===== src/rtl/llc_evict_w_master_if.sv =====
// llc_evict_w_master_if
//   Bundles every handshake/bus signal of llc_evict_w_master. Signal names
//   carry the DUT's point of view (_i = into the block, _o = out of it).
//   Modports:
//     master : used by llc_evict_w_master itself
//     slave  : used by whatever surrounds it (a testbench, the LLC top)
//   Groups: input descriptor, output descriptor, AXI W, AXI B, data-way
//   request, data-way response, flush notification.
//   Optional macro LLC_EVICT_BERR_EN adds b_resp_i and berr_o.
//
// Handshake rule for every valid/ready pair in this bundle: a transfer happens
// on a rising clock edge where valid and ready are both high; a source keeps
// its payload stable while valid is high and ready is low.
interface llc_evict_w_master_if #(
  parameter int NUM_BLOCKS = 4,
  parameter int OFFS_W     = $clog2(NUM_BLOCKS),
  parameter int DATA_W     = 64,
  parameter int INDEX_W    = 8,
  parameter int WAYS       = 4,
  parameter int PAYLOAD_W  = 32
);
  // input descriptor
  logic                 desc_evict_i;
  logic                 desc_flush_i;
  logic [WAYS-1:0]      desc_way_i;
  logic [INDEX_W-1:0]   desc_index_i;
  logic [PAYLOAD_W-1:0] desc_payload_i;
  logic                 desc_valid_i;
  logic                 desc_ready_o;
  // output descriptor
  logic                 desc_evict_o;
  logic                 desc_flush_o;
  logic [WAYS-1:0]      desc_way_o;
  logic [INDEX_W-1:0]   desc_index_o;
  logic [PAYLOAD_W-1:0] desc_payload_o;
  logic                 desc_valid_o;
  logic                 desc_ready_i;
  // AXI W / B
  logic [DATA_W-1:0]    w_data_o;
  logic [DATA_W/8-1:0]  w_strb_o;
  logic                 w_last_o;
  logic                 w_valid_o;
  logic                 w_ready_i;
  logic                 b_valid_i;
  logic                 b_ready_o;
  // data-way request / response
  logic [WAYS-1:0]      way_req_way_o;
  logic [INDEX_W-1:0]   way_req_index_o;
  logic [OFFS_W-1:0]    way_req_offs_o;
  logic                 way_req_valid_o;
  logic                 way_req_ready_i;
  logic [DATA_W-1:0]    way_rsp_data_i;
  logic                 way_rsp_valid_i;
  logic                 way_rsp_ready_o;
  // flush control
  logic                 flush_recv_o;
`ifdef LLC_EVICT_BERR_EN
  logic [1:0]           b_resp_i;
  logic                 berr_o;
`endif

  modport master (
    input  desc_evict_i, desc_flush_i, desc_way_i, desc_index_i, desc_payload_i,
    input  desc_valid_i, desc_ready_i, w_ready_i, b_valid_i, way_req_ready_i,
    input  way_rsp_data_i, way_rsp_valid_i,
`ifdef LLC_EVICT_BERR_EN
    input  b_resp_i,
    output berr_o,
`endif
    output desc_ready_o, desc_evict_o, desc_flush_o, desc_way_o, desc_index_o,
    output desc_payload_o, desc_valid_o, w_data_o, w_strb_o, w_last_o, w_valid_o,
    output b_ready_o, way_req_way_o, way_req_index_o, way_req_offs_o,
    output way_req_valid_o, way_rsp_ready_o, flush_recv_o
  );

  modport slave (
    output desc_evict_i, desc_flush_i, desc_way_i, desc_index_i, desc_payload_i,
    output desc_valid_i, desc_ready_i, w_ready_i, b_valid_i, way_req_ready_i,
    output way_rsp_data_i, way_rsp_valid_i,
`ifdef LLC_EVICT_BERR_EN
    output b_resp_i,
    input  berr_o,
`endif
    input  desc_ready_o, desc_evict_o, desc_flush_o, desc_way_o, desc_index_o,
    input  desc_payload_o, desc_valid_o, w_data_o, w_strb_o, w_last_o, w_valid_o,
    input  b_ready_o, way_req_way_o, way_req_index_o, way_req_offs_o,
    input  way_req_valid_o, way_rsp_ready_o, flush_recv_o
  );
endinterface


===== src/rtl/llc_evict_w_master.sv =====
// llc_evict_w_master
//   Eviction write-beat generator for the LLC refill/eviction path. Takes one
//   descriptor at a time; for an evicting descriptor it reads the whole line
//   from the data ways (one request per block), buffers the beats in a
//   fall-through FIFO of depth NUM_BLOCKS, sends them as one AXI W burst,
//   waits for the B response and then forwards the descriptor. Flush
//   descriptors are dropped at the end with a one-cycle flush_recv pulse.
//   Ports:
//     clk_i   : clock, rising edge
//     rst_i   : synchronous reset, active high
//     bus     : llc_evict_w_master_if.master (all handshake/bus signals)
//     state_o : debug view of the FSM {busy, send}
//   Optional macro LLC_EVICT_BERR_EN: sticky berr_o set by a B handshake
//   with b_resp_i[1]=1 (SLVERR/DECERR); cleared only by reset.
module llc_evict_w_master #(
  parameter int NUM_BLOCKS = 4,
  parameter int OFFS_W     = $clog2(NUM_BLOCKS),
  parameter int DATA_W     = 64,
  parameter int INDEX_W    = 8,
  parameter int WAYS       = 4,
  parameter int PAYLOAD_W  = 32
) (
  input  logic                clk_i,
  input  logic                rst_i,
  llc_evict_w_master_if.master bus,
  output logic [1:0]          state_o
);
  // state bits are {busy, send}
  typedef enum logic [1:0] {IDLE = 2'b00, SEND = 2'b01, EVICT = 2'b10, RESP = 2'b11} state_e;

  state_e               state_q, state_d;
  logic                 desc_evict_q, desc_evict_d, desc_flush_q, desc_flush_d;
  logic [WAYS-1:0]      desc_way_q, desc_way_d;
  logic [INDEX_W-1:0]   desc_index_q, desc_index_d;
  logic [PAYLOAD_W-1:0] desc_payload_q, desc_payload_d;
  // MSB of the offset counter is the overflow flag that ends request issue
  logic [OFFS_W:0]      offs_cnt_q, offs_cnt_d;
  logic [OFFS_W-1:0]    len_cnt_q, len_cnt_d;
  logic [DATA_W-1:0]    fifo_mem_q [NUM_BLOCKS];
  logic [OFFS_W-1:0]    wr_ptr_q, wr_ptr_d, rd_ptr_q, rd_ptr_d;
  logic [OFFS_W:0]      fifo_cnt_q, fifo_cnt_d;
  logic fifo_empty, fifo_full, push, pop;
  logic load_en, desc_valid, flush_recv, b_ready, way_req_valid;

  // ---------------- fall-through FIFO ----------------
  assign fifo_empty = (fifo_cnt_q == '0);
  assign fifo_full  = (fifo_cnt_q == (OFFS_W+1)'(NUM_BLOCKS));
  assign push       = bus.way_rsp_valid_i & ~fifo_full;
  // A beat pushed into an empty FIFO is visible at the head in the same cycle.
  assign bus.w_valid_o = ~fifo_empty | push;
  assign bus.w_data_o  = fifo_empty ? bus.way_rsp_data_i : fifo_mem_q[rd_ptr_q];
  assign pop           = bus.w_valid_o & bus.w_ready_i;

  // Writing and advancing both pointers even on a bypass keeps them aligned.
  always_comb begin
    wr_ptr_d   = wr_ptr_q + OFFS_W'(push);
    rd_ptr_d   = rd_ptr_q + OFFS_W'(pop);
    fifo_cnt_d = fifo_cnt_q;
    if (push && !pop)      fifo_cnt_d = fifo_cnt_q + (OFFS_W+1)'(1);
    else if (pop && !push) fifo_cnt_d = fifo_cnt_q - (OFFS_W+1)'(1);
  end

  // storage needs no reset: occupancy is tracked by fifo_cnt_q
  always_ff @(posedge clk_i) begin
    if (push) fifo_mem_q[wr_ptr_q] <= bus.way_rsp_data_i;
  end

  // ---------------- control ----------------
  always_comb begin
    state_d        = state_q;
    desc_evict_d   = desc_evict_q;
    desc_flush_d   = desc_flush_q;
    desc_way_d     = desc_way_q;
    desc_index_d   = desc_index_q;
    desc_payload_d = desc_payload_q;
    offs_cnt_d     = offs_cnt_q;
    len_cnt_d      = len_cnt_q;
    load_en        = 1'b0;
    desc_valid     = 1'b0;
    flush_recv     = 1'b0;
    b_ready        = 1'b0;
    way_req_valid  = 1'b0;
    unique case (state_q)
      IDLE: load_en = 1'b1;
      SEND: begin
        if (desc_flush_q) begin
          flush_recv = 1'b1;
          load_en    = 1'b1;
          state_d    = IDLE;
        end else begin
          desc_valid = 1'b1;
          if (bus.desc_ready_i) begin
            load_en = 1'b1;
            state_d = IDLE;
          end
        end
      end
      EVICT: begin
        way_req_valid = ~offs_cnt_q[OFFS_W];
        if (way_req_valid && bus.way_req_ready_i) offs_cnt_d = offs_cnt_q + (OFFS_W+1)'(1);
        if (pop) len_cnt_d = len_cnt_q - OFFS_W'(1);
        // last beat leaves: accept B in the same cycle if it is already there
        if (pop && len_cnt_q == '0) begin
          b_ready = 1'b1;
          state_d = bus.b_valid_i ? SEND : RESP;
        end
      end
      RESP: begin
        b_ready = 1'b1;
        if (bus.b_valid_i) state_d = SEND;
      end
      default: state_d = IDLE;
    endcase
    // Leaving SEND and accepting the next descriptor share one cycle.
    if (load_en && bus.desc_valid_i) begin
      desc_evict_d   = bus.desc_evict_i;
      desc_flush_d   = bus.desc_flush_i;
      desc_way_d     = bus.desc_way_i;
      desc_index_d   = bus.desc_index_i;
      desc_payload_d = bus.desc_payload_i;
      state_d        = bus.desc_evict_i ? EVICT : SEND;
      offs_cnt_d     = '0;
      len_cnt_d      = OFFS_W'(NUM_BLOCKS - 1);
    end
  end

  always_ff @(posedge clk_i) begin
    if (rst_i) begin
      state_q        <= IDLE;
      desc_evict_q   <= 1'b0;
      desc_flush_q   <= 1'b0;
      desc_way_q     <= '0;
      desc_index_q   <= '0;
      desc_payload_q <= '0;
      offs_cnt_q     <= '0;
      len_cnt_q      <= '0;
      wr_ptr_q       <= '0;
      rd_ptr_q       <= '0;
      fifo_cnt_q     <= '0;
    end else begin
      state_q        <= state_d;
      desc_evict_q   <= desc_evict_d;
      desc_flush_q   <= desc_flush_d;
      desc_way_q     <= desc_way_d;
      desc_index_q   <= desc_index_d;
      desc_payload_q <= desc_payload_d;
      offs_cnt_q     <= offs_cnt_d;
      len_cnt_q      <= len_cnt_d;
      wr_ptr_q       <= wr_ptr_d;
      rd_ptr_q       <= rd_ptr_d;
      fifo_cnt_q     <= fifo_cnt_d;
    end
  end

`ifdef LLC_EVICT_BERR_EN
  logic berr_q, berr_d;
  always_comb berr_d = berr_q | (bus.b_valid_i & b_ready & bus.b_resp_i[1]);
  always_ff @(posedge clk_i) begin
    if (rst_i) berr_q <= 1'b0;
    else       berr_q <= berr_d;
  end
  assign bus.berr_o = berr_q;
`endif

  // ---------------- outputs ----------------
  assign state_o             = state_q;
  assign bus.desc_ready_o    = load_en;
  assign bus.desc_valid_o    = desc_valid;
  assign bus.desc_evict_o    = desc_evict_q;
  assign bus.desc_flush_o    = desc_flush_q;
  assign bus.desc_way_o      = desc_way_q;
  assign bus.desc_index_o    = desc_index_q;
  assign bus.desc_payload_o  = desc_payload_q;
  assign bus.w_strb_o        = '1;
  assign bus.w_last_o        = (len_cnt_q == '0);
  assign bus.b_ready_o       = b_ready;
  assign bus.flush_recv_o    = flush_recv;
  assign bus.way_req_valid_o = way_req_valid;
  assign bus.way_req_way_o   = desc_way_q;
  assign bus.way_req_index_o = desc_index_q;
  assign bus.way_req_offs_o  = offs_cnt_q[OFFS_W-1:0];
  assign bus.way_rsp_ready_o = ~fifo_full;
endmodule


===== src/flat_wrapper.sv =====
// flat-port wrapper written by rule: the top's interface ports become plain ports
module llc_evict_w_master_flat 
#(
  parameter int NUM_BLOCKS = 4,
  parameter int OFFS_W     = $clog2(NUM_BLOCKS),
  parameter int DATA_W     = 64,
  parameter int INDEX_W    = 8,
  parameter int WAYS       = 4,
  parameter int PAYLOAD_W  = 32
)
  (clk_i, rst_i, state_o, bus_desc_evict_i, bus_desc_flush_i, bus_desc_way_i, bus_desc_index_i, bus_desc_payload_i, bus_desc_valid_i, bus_desc_ready_i, bus_w_ready_i, bus_b_valid_i, bus_way_req_ready_i, bus_way_rsp_data_i, bus_way_rsp_valid_i, bus_desc_ready_o, bus_desc_evict_o, bus_desc_flush_o, bus_desc_way_o, bus_desc_index_o, bus_desc_payload_o, bus_desc_valid_o, bus_w_data_o, bus_w_strb_o, bus_w_last_o, bus_w_valid_o, bus_b_ready_o, bus_way_req_way_o, bus_way_req_index_o, bus_way_req_offs_o, bus_way_req_valid_o, bus_way_rsp_ready_o, bus_flush_recv_o);
  llc_evict_w_master_if #(.NUM_BLOCKS(NUM_BLOCKS), .OFFS_W(OFFS_W), .DATA_W(DATA_W), .INDEX_W(INDEX_W), .WAYS(WAYS), .PAYLOAD_W(PAYLOAD_W)) bus_i ();
  input  logic clk_i;
  input  logic rst_i;
  output logic [1:0] state_o;
  input wire logic [$bits(bus_i.desc_evict_i)-1:0] bus_desc_evict_i;
  input wire logic [$bits(bus_i.desc_flush_i)-1:0] bus_desc_flush_i;
  input wire logic [$bits(bus_i.desc_way_i)-1:0] bus_desc_way_i;
  input wire logic [$bits(bus_i.desc_index_i)-1:0] bus_desc_index_i;
  input wire logic [$bits(bus_i.desc_payload_i)-1:0] bus_desc_payload_i;
  input wire logic [$bits(bus_i.desc_valid_i)-1:0] bus_desc_valid_i;
  input wire logic [$bits(bus_i.desc_ready_i)-1:0] bus_desc_ready_i;
  input wire logic [$bits(bus_i.w_ready_i)-1:0] bus_w_ready_i;
  input wire logic [$bits(bus_i.b_valid_i)-1:0] bus_b_valid_i;
  input wire logic [$bits(bus_i.way_req_ready_i)-1:0] bus_way_req_ready_i;
  input wire logic [$bits(bus_i.way_rsp_data_i)-1:0] bus_way_rsp_data_i;
  input wire logic [$bits(bus_i.way_rsp_valid_i)-1:0] bus_way_rsp_valid_i;
  output wire logic [$bits(bus_i.desc_ready_o)-1:0] bus_desc_ready_o;
  output wire logic [$bits(bus_i.desc_evict_o)-1:0] bus_desc_evict_o;
  output wire logic [$bits(bus_i.desc_flush_o)-1:0] bus_desc_flush_o;
  output wire logic [$bits(bus_i.desc_way_o)-1:0] bus_desc_way_o;
  output wire logic [$bits(bus_i.desc_index_o)-1:0] bus_desc_index_o;
  output wire logic [$bits(bus_i.desc_payload_o)-1:0] bus_desc_payload_o;
  output wire logic [$bits(bus_i.desc_valid_o)-1:0] bus_desc_valid_o;
  output wire logic [$bits(bus_i.w_data_o)-1:0] bus_w_data_o;
  output wire logic [$bits(bus_i.w_strb_o)-1:0] bus_w_strb_o;
  output wire logic [$bits(bus_i.w_last_o)-1:0] bus_w_last_o;
  output wire logic [$bits(bus_i.w_valid_o)-1:0] bus_w_valid_o;
  output wire logic [$bits(bus_i.b_ready_o)-1:0] bus_b_ready_o;
  output wire logic [$bits(bus_i.way_req_way_o)-1:0] bus_way_req_way_o;
  output wire logic [$bits(bus_i.way_req_index_o)-1:0] bus_way_req_index_o;
  output wire logic [$bits(bus_i.way_req_offs_o)-1:0] bus_way_req_offs_o;
  output wire logic [$bits(bus_i.way_req_valid_o)-1:0] bus_way_req_valid_o;
  output wire logic [$bits(bus_i.way_rsp_ready_o)-1:0] bus_way_rsp_ready_o;
  output wire logic [$bits(bus_i.flush_recv_o)-1:0] bus_flush_recv_o;
  assign bus_i.desc_evict_i = bus_desc_evict_i;
  assign bus_i.desc_flush_i = bus_desc_flush_i;
  assign bus_i.desc_way_i = bus_desc_way_i;
  assign bus_i.desc_index_i = bus_desc_index_i;
  assign bus_i.desc_payload_i = bus_desc_payload_i;
  assign bus_i.desc_valid_i = bus_desc_valid_i;
  assign bus_i.desc_ready_i = bus_desc_ready_i;
  assign bus_i.w_ready_i = bus_w_ready_i;
  assign bus_i.b_valid_i = bus_b_valid_i;
  assign bus_i.way_req_ready_i = bus_way_req_ready_i;
  assign bus_i.way_rsp_data_i = bus_way_rsp_data_i;
  assign bus_i.way_rsp_valid_i = bus_way_rsp_valid_i;
  assign bus_desc_ready_o = bus_i.desc_ready_o;
  assign bus_desc_evict_o = bus_i.desc_evict_o;
  assign bus_desc_flush_o = bus_i.desc_flush_o;
  assign bus_desc_way_o = bus_i.desc_way_o;
  assign bus_desc_index_o = bus_i.desc_index_o;
  assign bus_desc_payload_o = bus_i.desc_payload_o;
  assign bus_desc_valid_o = bus_i.desc_valid_o;
  assign bus_w_data_o = bus_i.w_data_o;
  assign bus_w_strb_o = bus_i.w_strb_o;
  assign bus_w_last_o = bus_i.w_last_o;
  assign bus_w_valid_o = bus_i.w_valid_o;
  assign bus_b_ready_o = bus_i.b_ready_o;
  assign bus_way_req_way_o = bus_i.way_req_way_o;
  assign bus_way_req_index_o = bus_i.way_req_index_o;
  assign bus_way_req_offs_o = bus_i.way_req_offs_o;
  assign bus_way_req_valid_o = bus_i.way_req_valid_o;
  assign bus_way_rsp_ready_o = bus_i.way_rsp_ready_o;
  assign bus_flush_recv_o = bus_i.flush_recv_o;
  llc_evict_w_master #(.NUM_BLOCKS(NUM_BLOCKS), .OFFS_W(OFFS_W), .DATA_W(DATA_W), .INDEX_W(INDEX_W), .WAYS(WAYS), .PAYLOAD_W(PAYLOAD_W)) u_core (.clk_i(clk_i), .rst_i(rst_i), .bus(bus_i), .state_o(state_o));
endmodule

===== config.mk =====
export PLATFORM = sky130hd
export DESIGN_NAME = llc_evict_w_master_flat
export DESIGN_NICKNAME = d
export VERILOG_FILES = /design/src/rtl/llc_evict_w_master_if.sv /design/src/rtl/llc_evict_w_master.sv /design/src/flat_wrapper.sv
export SDC_FILE = /design/constraint.sdc
export NUM_CORES = 1
export LEC_CHECK = 0
export CORE_MARGIN = 2
export CORE_UTILIZATION = 55
export DETAILED_ROUTE_END_ITERATION = 6
export MAX_ROUTING_LAYER = met4
export PLACE_DENSITY_LB_ADDON = 0.3
export SLEW_MARGIN = 20
export SYNTH_ARGS = -nofsm -noshare
export SYNTH_HDL_FRONTEND = slang
export SYNTH_SLANG_ARGS = --single-unit

===== constraint.sdc =====
create_clock -name clk_i -period 19.4 [get_ports clk_i]
set_input_delay 3.88 -clock clk_i [delete_from_list [all_inputs] [get_ports clk_i]]
set_output_delay 3.88 -clock clk_i [all_outputs]
set_load 0.01 [all_outputs]

==> results of run 1 <==
[worst reg2reg max path: stages, from the launching register on]
cell and delay (ns):
dfxtp_1 0.48, or3b_2 0.19, nand2_1 0.13, inv_1 0.14
and3_2 0.18, buf_4 0.71
[cells in the final DEF (no fill, tap or decap), types with 6 or more instances in the layout]
cell type / count
a21oi_1: 50
buf_4: 12
clkbuf_16: 31
clkdlybuf4s50_1: 250
clkinv_1: 8
conb_1: 8
dfxtp_1: 58
edfxtp_1: 256
inv_1: 6
mux2_2: 64
mux4_2: 63
nand3_1: 47
nor2_1: 7
o21ai_0: 45
[sequential cells by signal (all words and copies together) (netlist names)]
signal / flops
u_core.bus.desc_evict_o: 1
u_core.bus.desc_flush_o: 1
u_core.bus.desc_index_o: 8
u_core.bus.desc_payload_o: 32
u_core.bus.desc_way_o: 4
u_core.fifo_cnt_q: 3
u_core.fifo_mem_q: 256
u_core.len_cnt_q: 2
u_core.offs_cnt_q: 3
u_core.rd_ptr_q: 2
u_core.state_o: 2
u_core.wr_ptr_q: 2
[per-stage QoR]
step / setup slack (ns) / power (W) / instance area [µm²] / util (%)
after global routing: 9.77 / 0.00220 / 16300 / 72.0
after CTS: 9.84 / 0.00214 / 16300 / 72.0
after floorplan: 10.16 / 0.00125 / 12700 / -
after global placement: 9.96 / 0.00153 / 15200 / 67.4
final: 9.90 / 0.00211 / 16300 / 72.0
after detailed placement: 9.87 / 0.00153 / 15200 / 67.4
[worst max path at each step]
stage / from / to / slack [ns] / cells past startpoint
global route: bus_way_rsp_valid_i / bus_b_ready_o / 9.77 / 6
global placement: bus_way_rsp_valid_i / bus_b_ready_o / 9.96 / 6
detailed placement: bus_way_rsp_valid_i / bus_b_ready_o / 9.87 / 6
floorplan: bus_way_rsp_valid_i / u_core.fifo_mem_q[1][0] / 10.16 / 2
CTS: bus_way_rsp_valid_i / bus_b_ready_o / 9.84 / 6
finish: bus_way_rsp_valid_i / bus_b_ready_o / 9.90 / 6
[cell type report]
cell class | instances | share of cell area (%)
clock inverter | 24 | 1.60
sequential | 316 | 54.6
tap | 285 | 2.19
multi-input combinational | 337 | 20.7
timing repair buffer | 263 | 15.9
inverter | 6 | 0.138
clock buffer | 33 | 4.81
[cells by family after synthesis]
| logic type | after synthesis | share of synthesized area (%) |
|---|---|---|
| compound gates | 106 | 4.52 |
| xor+xnor | 5 | 0.346 |
| fa+ha+maj | 6 | 0.652 |
| buf+inv | 77 | 3.65 |
| flops | 316 | 70.1 |
| mux | 130 | 17.2 |
| other cells | 1 | 0.0296 |
| simple gates | 82 | 3.42 |
[cell usage after synthesis, drive strengths merged, types with 2 or more instances]
library cell	number	area [µm²]
nor3b	4	30.0
mux4	64	1450
mux2	64	721
a21oi	50	250
xnor2	3	26.3
dfxtp	60	1200
nor2b	4	25.0
a21o	2	15.0
xor2	2	17.5
edfxtp	256	7690
nor2	7	26.3
buf	49	354
nor3	6	30.0
o21ai	47	235
or3b	2	17.5
mux2i	2	20.0
ha	5	62.6
inv	6	22.5
nand2b	4	25.0
nand3	47	235
clkbuf	22	86.3
nand2	5	18.8
[per-layer routing]
metal	vias to the layer above	GRT usage [%]	wire, µm	part of all wire, %
met4	0	4.63	452	1.7
met3	35	4.22	1600	6.1
met2	268	36.9	13200	51
met5	-	-	0	0
met1	3675	29.3	10800	41
li1	3300	-	-	-
[power by group through the flow]
| stage | clock, W | sequential (W) | combinational (W) |
|---|---|---|---|
| 2_1_floorplan | 0 | 0.000859 | 0.000395 |
| 3_3_place_gp | 0 | 0.000863 | 0.000664 |
| 3_5_place_dp | 0 | 0.000867 | 0.000667 |
| 4_1_cts | 0.000612 | 0.000853 | 0.000671 |
| 5_1_grt | 0.000638 | 0.000859 | 0.000704 |
| 6_report | 0.000599 | 0.000851 | 0.000658 |
==> flow_summary.yaml, run 1 <==
outcome:
  status: "completed"
die:
  fp.coreArea_um2: 22600
  io_pins: 260
  start_util_pct: 56.0
  die_area_um2: 24300
  die_y_um: 156
  die_w_um: 156
  rows: 55
timing:
  max-slew-margin-rel_pct: 33.4
  finalSetupTns_ns: 0
  skew_ns: 0.0102
  setup_viol: 0
  rsz0062_at_grt: "false"
  worst_pin_slew_ns: 0.999
  slew_viol_final: 0
  finalHoldViolCount: 0
  clock.fmax_mhz: 105
  fin_crit_ns: 9.50
  hold_slack_ns: 0.472
  timing.final.crit_share_pct: 49.0
logic_synthesis:
  syn_avg_cell_area_um2: 17.5
  syn_inst: 723
  async_reset_ff_share_pct: 0
  synth_edf_count: 256
  synth.distinct_cells: 41
  seq_area_frac_synth_pct: 70.1
  ys_ff_latch: 316
  ys_warn_count: 0
  ys.flop_type: "edfxtp_1"
  syn_area_um2: 12700
power_and_ir_drop:
  power_frac_clock_pct: 28.4
  power_density_nw_per_um2: 129
  p_seq_share_pct: 40.4
  p_int_w: 0.00155
  p_leak_nw: 5.35
  switchingPower_w: 0.000561
  comb_power_share_pct: 31.2
  switching_share_pct: 26.6
  peakVddDrop_mv: 0.0888
cts:
  cts_setup_buffers: 0
  cts_resized: 0
  cts_htree_levels: 1
  clk_latency_ns: 0.53
  cts_max_path_buffers: 3
  holdBufCountCts: 0
  cts_buffers: 31
  cts.clk_slew.worst_paths_ns: 0.06
  clock-root-buffer: "clkbuf_16"
  cts_tree: "built"
  clock_sinks: 316
finish:
  antenna_cells: 0
  multiInputGateArea_um2: 3380
  fillers: 1426
  fin_nets: 1079
  drive_gt1_share_pct: 20.5
  fin_cells: 1264
  areaGrowthSynthToFinish_pct: 28.6
  ff_latch_area_um2: 8890
setup_path:
  r2r_start: "u_core.fifo_cnt_q[0]"
  criticalPathCategory: "input port to output port"
  r2r_end: "u_core.fifo_mem_q[3][22]"
  cp_top_family: "buffers and inverters"
  cp.required_ns: 15.52
  end_kind: "output port"
  cp_slowest_cell: "clkdlybuf4s50_1"
  r2r_slack_ns: 17.10
  crit_path_start_kind: "input port"
  r2r_cells: 5
  path_buf_inv: 3
  crit_top_cell: "clkdlybuf4s50_1"
  worstPathArrival_ns: 5.62
  cp_max_fo: 6
  path_cells: "clkdlybuf4s50_1, o41ai_4, inv_1, nand2_1, a21boi_0, clkdlybuf4s50_1"
  slowest_delay_ns: 0.60
grt:
  grt-ovfl-total: 0
  track_usage_pct: 22.3
  grt_pass1_wl_um: 40800
  antenna_found_initial: 0
  grt_max_degree: 65
  grt_pass1_vias: 7508
hold_path:
  hold-path-cell-count: 2
  hold_end: "u_core.bus.desc_evict_o"
  hp-start: "u_core.bus.desc_evict_o"
  hp-class: "flop to flop"
route:
  dr.pass1.iters: 4
  drc: 0
  drtIter0Drc: 420
  routed_via_density: 5.76
  routed_wl_um: 26100
  wire_per_inst_um: 20.7
  vias: 7278
  ant_nets: 0
placement:
  place.gp.congestion: 0.787
  place_hpwl_um: 15800
  port_buffers: 251
  post-place-cells: 1207
job:
  cap_violations: 0
Note: power is estimated with default switching activity, not from simulation.
==> run 2: changes to the inputs <==
--- a/config.mk
+++ b/config.mk
@@ -6,7 +6,7 @@
 export NUM_CORES = 1
 export LEC_CHECK = 0
 export CORE_MARGIN = 2
-export CORE_UTILIZATION = 55
+export CORE_UTILIZATION = 46
 export DETAILED_ROUTE_END_ITERATION = 6
 export MAX_ROUTING_LAYER = met4
 export PLACE_DENSITY_LB_ADDON = 0.3
==> constraint.sdc (replaced) <==
create_clock -name clk_i -period 8.1 [get_ports clk_i]
set_input_delay 1.62 -clock clk_i [delete_from_list [all_inputs] [get_ports clk_i]]
set_output_delay 1.62 -clock clk_i [all_outputs]
set_load 0.01 [all_outputs]
==> run 2 against run 1 <==
  * Register-to-register slack worse by 12 ns
  * Via count down 0.19%
  * Cell area up 0.53%
  * Combinational power is 140% higher
  * Wire length is 3.6% higher
  * Clock power grew 140%
  * Flip-flop and latch count is the same
  * Clock skew grew 0.0047 ns
  * Count of clock-buffer cells in the layout grew 12
  * Global-route usage fell by 3.0 points
  * Die area rose by 19%
  * Sequential power up 140%
  * Critical endpoint is now bus_w_data_o[45]
  * Largest power group unchanged
==> flow_summary.yaml, run 2 (synthesis results as in run 1) <==
power_and_ir_drop:
  peakVddDrop_mv: 0.209
  p_seq_share_pct: 40.4
  power_frac_clock_pct: 28.6
  switchingPower_w: 0.00137
  switching_share_pct: 26.9
  p_total_w: 0.00507
  p_leak_nw: 5.37
  p_int_w: 0.00370
  power_density_nw_per_um2: 310
  comb_power_share_pct: 31.0
grt:
  grt-ovfl-total: 0
  grt_pass1_wl_um: 41500
  antenna_found_initial: 0
  track_usage_pct: 19.3
  grt_max_degree: 62
  grt_pass1_vias: 7549
timing:
  finalHoldViolCount: 0
  fin_crit_ns: 5.13
  timing.final.crit_share_pct: 63.3
  setup_viol: 0
  clock.fmax_mhz: 195
  skew_ns: 0.0149
  rsz0062_at_grt: "false"
  max-slew-margin-rel_pct: 30.7
  finalSetupTns_ns: 0
  slew_viol_final: 0
  worst_pin_slew_ns: 1.03
cts:
  clock-root-buffer: "clkbuf_16"
  cts_htree_levels: 2
  cts_buffers: 34
  clk_latency_ns: 0.50
  cts_resized: 0
  cts_setup_buffers: 0
  cts.clk_slew.worst_paths_ns: 0.06
  holdBufCountCts: 0
  cts_max_path_buffers: 3
  clock_sinks: 316
  cts_tree: "built"
setup_path:
  crit_path_start_kind: "flop"
  path_buf_inv: 2
  slowest_delay_ns: 0.87
  criticalPathCategory: "flop to output port"
  cp_top_family: "buffers and inverters"
  end_kind: "output port"
  cp.required_ns: 6.48
  worstPathArrival_ns: 3.51
  path_cells: "nor3_2, buf_4, mux2_2, clkdlybuf4s50_1"
  cp_max_fo: 55
  cp_slowest_cell: "nor3_2"
route:
  dr.pass1.iters: 4
  drc: 0
  ant_nets: 0
  drtIter0Drc: 498
  wire_per_inst_um: 20.4
  vias: 7264
  routed_wl_um: 27100
  routed_via_density: 5.48
outcome:
  status: "completed"
finish:
  antenna_cells: 0
  fin_cells: 1326
  mostFrequentLayoutCell: "edfxtp_1"
  fillers: 2055
  final_core_util_pct: 60.6
  largest_reg_flops: 256
  design_area_um2: 16400
  fin_nets: 1084
  areaGrowthSynthToFinish_pct: 29.2
  most-common-layout-cells: "edfxtp_1 (256), clkdlybuf4s50_1 (250), mux2_2 (64)"
  regMostFlops: "u_core.fifo_mem_q"
  drive_gt1_share_pct: 20.3
placement:
  place_hpwl_um: 16200
  post-place-cells: 1265
  place.gp.congestion: 0.752
  port_buffers: 251
  placed_area_um2: 15300
hold_path:
  hp-class: "flop to flop"
job:
  cap_violations: 0
die:
  io_pins: 260
  die_area_um2: 28900
  start_util_pct: 46.9
  die_y_um: 170
  rows: 60
  die_w_um: 170
  fp.coreArea_um2: 27000
run 2: final cells by class:
cell class,instances,area [µm²],share of cell area [%]
sequential,316,8890,54.3
multi-input combinational,337,3380,20.6
timing repair buffer,265,2610,15.9
tap,341,427,2.60
inverter,6,22.5,0.137
clock inverter,16,131,0.802
clock buffer,45,913,5.58
run 2: path summary, 6_finish.rpt:
path / startpoint / end / slack (ns) / depth (start not counted)
hold reg to reg: u_core.bus.desc_payload_o[20] / u_core.bus.desc_payload_o[20] / 0.47 / 2
setup / recovery: u_core.fifo_cnt_q[0] / bus_w_data_o[45] / 2.97 / 4
setup reg to reg: u_core.fifo_cnt_q[0] / u_core.fifo_mem_q[3][19] / 5.39 / 5
hold / removal: u_core.bus.desc_payload_o[20] / u_core.bus.desc_payload_o[20] / 0.47 / 2
run 2: worst register-to-register path: stages (launching register included):
cell and delay (ns):
dfxtp_1 0.50, or3b_2 0.21, nand2_1 0.13, inv_1 0.14
and3_2 0.79, buf_4 0.58
run 2: power groups by stage:
stage	clock network [W]	registers (W)	logic (W)
2_1_floorplan	0	0.00206	0.000945
6_report	0.00145	0.00205	0.00157
3_5_place_dp	0	0.00208	0.00160
4_1_cts	0.00149	0.00205	0.00161
5_1_grt	0.00156	0.00207	0.00169
3_3_place_gp	0	0.00208	0.00159
run 2: layer usage:
metal	up-vias	global-route usage, %	share of wire, %
li1	3299	-	-
met1	3641	24.8	43
met2	286	30.5	47
met3	38	5.26	7.8
met4	0	5.39	2.3
met5	-	-	0
run 2: metrics by stage:
| step | hold slack [ns] | setup slack, ns |
|---|---|---|
| finish | 0.474 | 2.97 |
| global route | 0.501 | 2.80 |
| global placement | 0.460 | 3.10 |
| detailed placement | 0.468 | 3.11 |
| floorplan | 0.473 | 1.12 |
| CTS | 0.477 | 2.89 |
==> run 3: changes to the inputs <==
==> constraint.sdc (replaced) <==
create_clock -name clk_i -period 4.1 [get_ports clk_i]
set_input_delay 0.82 -clock clk_i [delete_from_list [all_inputs] [get_ports clk_i]]
set_output_delay 0.82 -clock clk_i [all_outputs]
set_load 0.01 [all_outputs]
==> run 3 against run 2 <==
  * Flip-flop and latch count unchanged
  * Register-to-register slack got worse by 3.6 ns
  * Highest routed layer unchanged
  * Clock power grew 100%
  * Largest cell class unchanged
  * Critical path depth unchanged
  * Final cell count grew 0.23%
  * Combinational power grew 100%
  * Critical path type unchanged
==> flow_summary.yaml, run 3 (synthesis results as in run 1) <==
outcome:
  status: "completed"
hold_path:
  hp-class: "flop to flop"
  hp-start: "u_core.bus.desc_payload_o[31]"
finish:
  most-common-layout-cells: "edfxtp_1 (256), clkdlybuf4s50_1 (250), mux2_2 (64)"
  areaGrowthSynthToFinish_pct: 30.2
  fillers: 2008
  drive_gt1_share_pct: 21.1
  antenna_cells: 0
  final_core_util_pct: 61.1
  largest_reg_flops: 256
  design_area_um2: 16500
  fin_nets: 1090
  regMostFlops: "u_core.fifo_mem_q"
  mostFrequentLayoutCell: "edfxtp_1"
cts:
  cts_buffers: 34
  clock_sinks: 316
  cts_htree_levels: 2
  cts_resized: 0
  cts_max_path_buffers: 3
  cts_setup_buffers: 0
  holdBufCountCts: 0
  clk_latency_ns: 0.49
  cts.clk_slew.worst_paths_ns: 0.05
  clock-root-buffer: "clkbuf_16"
  cts_tree: "built"
die:
  io_pins: 260
  fp.coreArea_um2: 27000
  die_area_um2: 28900
  start_util_pct: 46.9
  die_y_um: 170
  die_w_um: 170
  rows: 60
setup_path:
  worstPathArrival_ns: 2.81
  slowest_delay_ns: 0.62
  path_cells: "buf_12, mux4_2, mux2_2, clkdlybuf4s50_1"
  cp_max_fo: 35
  crit_path_start_kind: "flop"
  r2r_start: "u_core.fifo_cnt_q[0]"
  criticalPathCategory: "flop to output port"
  end_kind: "output port"
  cp-startpoint: "u_core.rd_ptr_q[0]"
  cp_slowest_cell: "dfxtp_4"
  cp.required_ns: 3.28
job:
  cap_violations: 0
power_and_ir_drop:
  power_frac_clock_pct: 28.9
  p_total_w: 0.0101
  power_density_nw_per_um2: 613
  p_seq_share_pct: 39.6
  switchingPower_w: 0.00270
  comb_power_share_pct: 31.5
  p_int_w: 0.00743
  peakVddDrop_mv: 0.318
  p_leak_nw: 5.44
  switching_share_pct: 26.6
timing:
  max-slew-margin-rel_pct: 45.0
  fin_crit_ns: 3.63
  skew_ns: 0.0121
  slew_viol_final: 0
  worst_pin_slew_ns: 0.825
  finalHoldViolCount: 0
  rsz0062_at_grt: "false"
  clock.fmax_mhz: 275
  finalSetupTns_ns: 0
  hold_slack_ns: 0.476
  setup_viol: 0
  timing.final.crit_share_pct: 88.6
placement:
  port_buffers: 251
  placed_area_um2: 15400
  place_hpwl_um: 16800
  place.gp.congestion: 0.782
route:
  vias: 7300
  drtIter0Drc: 494
  wire_per_inst_um: 20.6
  routed_wl_um: 27400
  drc: 0
  dr.pass1.iters: 4
  routed_via_density: 5.49
  ant_nets: 0
grt:
  grt_pass1_wl_um: 42300
  grt_pass1_vias: 7757
  grt-ovfl-total: 0
  grt_max_degree: 52
  antenna_found_initial: 0
  track_usage_pct: 19.6
[run 3: changes by cell type in the layout (fill, tap and decap cells not counted)]
| cell | previous run | this run |
|---|---|---|
| clkinv_2 | 3 | 5 |
| buf_12 | 0 | 4 |
| inv_4 | 0 | 1 |
| clkbuf_16 | 35 | 37 |
| clkinvlp_2 | 1 | 0 |
| clkinvlp_4 | 1 | 0 |
| inv_6 | 2 | 0 |
| clkinv_4 | 0 | 1 |
| buf_4 | 14 | 16 |
| clkinv_1 | 7 | 2 |
[run 3: final cells by class]
type | count | area (µm²) | area share, %
Tap cell | 341 | 427 | 2.59
Timing Repair Buffer | 271 | 2710 | 16.4
Clock inverter | 11 | 108 | 0.652
Sequential cell | 316 | 8890 | 53.9
Clock buffer | 47 | 963 | 5.84
Multi-Input combinational cell | 337 | 3380 | 20.5
Inverter | 6 | 22.5 | 0.136
[run 3: critical path, delay by kind of cell, from the launching register on]
family	cells	cell delay, ns
buf+inv	2	0.84
flops	1	0.62
mux	2	0.83
[run 3: per-stage QoR]
stage | setup WS (ns) | std cells
2_1_floorplan | -2.08 | 730
3_3_place_gp | 0.716 | 1271
3_5_place_dp | 0.705 | 1271
4_1_cts | 0.382 | 1329
5_1_grt | 0.284 | 1329
6_report | 0.465 | 1329
[run 3: worst paths after layout]
check                             endpoint  slack [ns]  cells past startpoint
max                        bus_w_data_o[0]        0.47                      4
min          u_core.bus.desc_payload_o[31]        0.48                      2
max reg2reg           u_core.fifo_cnt_q[2]        1.79                      9
min reg2reg  u_core.bus.desc_payload_o[31]        0.48                      2
[run 3: metal layers]
layer / vias up / track usage [%] / wire [µm]
met3: 44 / 4.58 / 2000
met2: 286 / 32.4 / 13400
met5: - / - / 0
met1: 3662 / 24.9 / 11400
li1: 3308 / - / -
met4: 0 / 4.79 / 503
[run 3: power groups by stage]
stage	combinational [W]	sequential (W)	clock [W]
after floorplan	0.00187	0.00407	0
after global placement	0.00322	0.00407	0
after detailed placement	0.00323	0.00408	0
after CTS	0.00326	0.00402	0.00300
after global routing	0.00343	0.00405	0.00311
final	0.00319	0.00401	0.00292
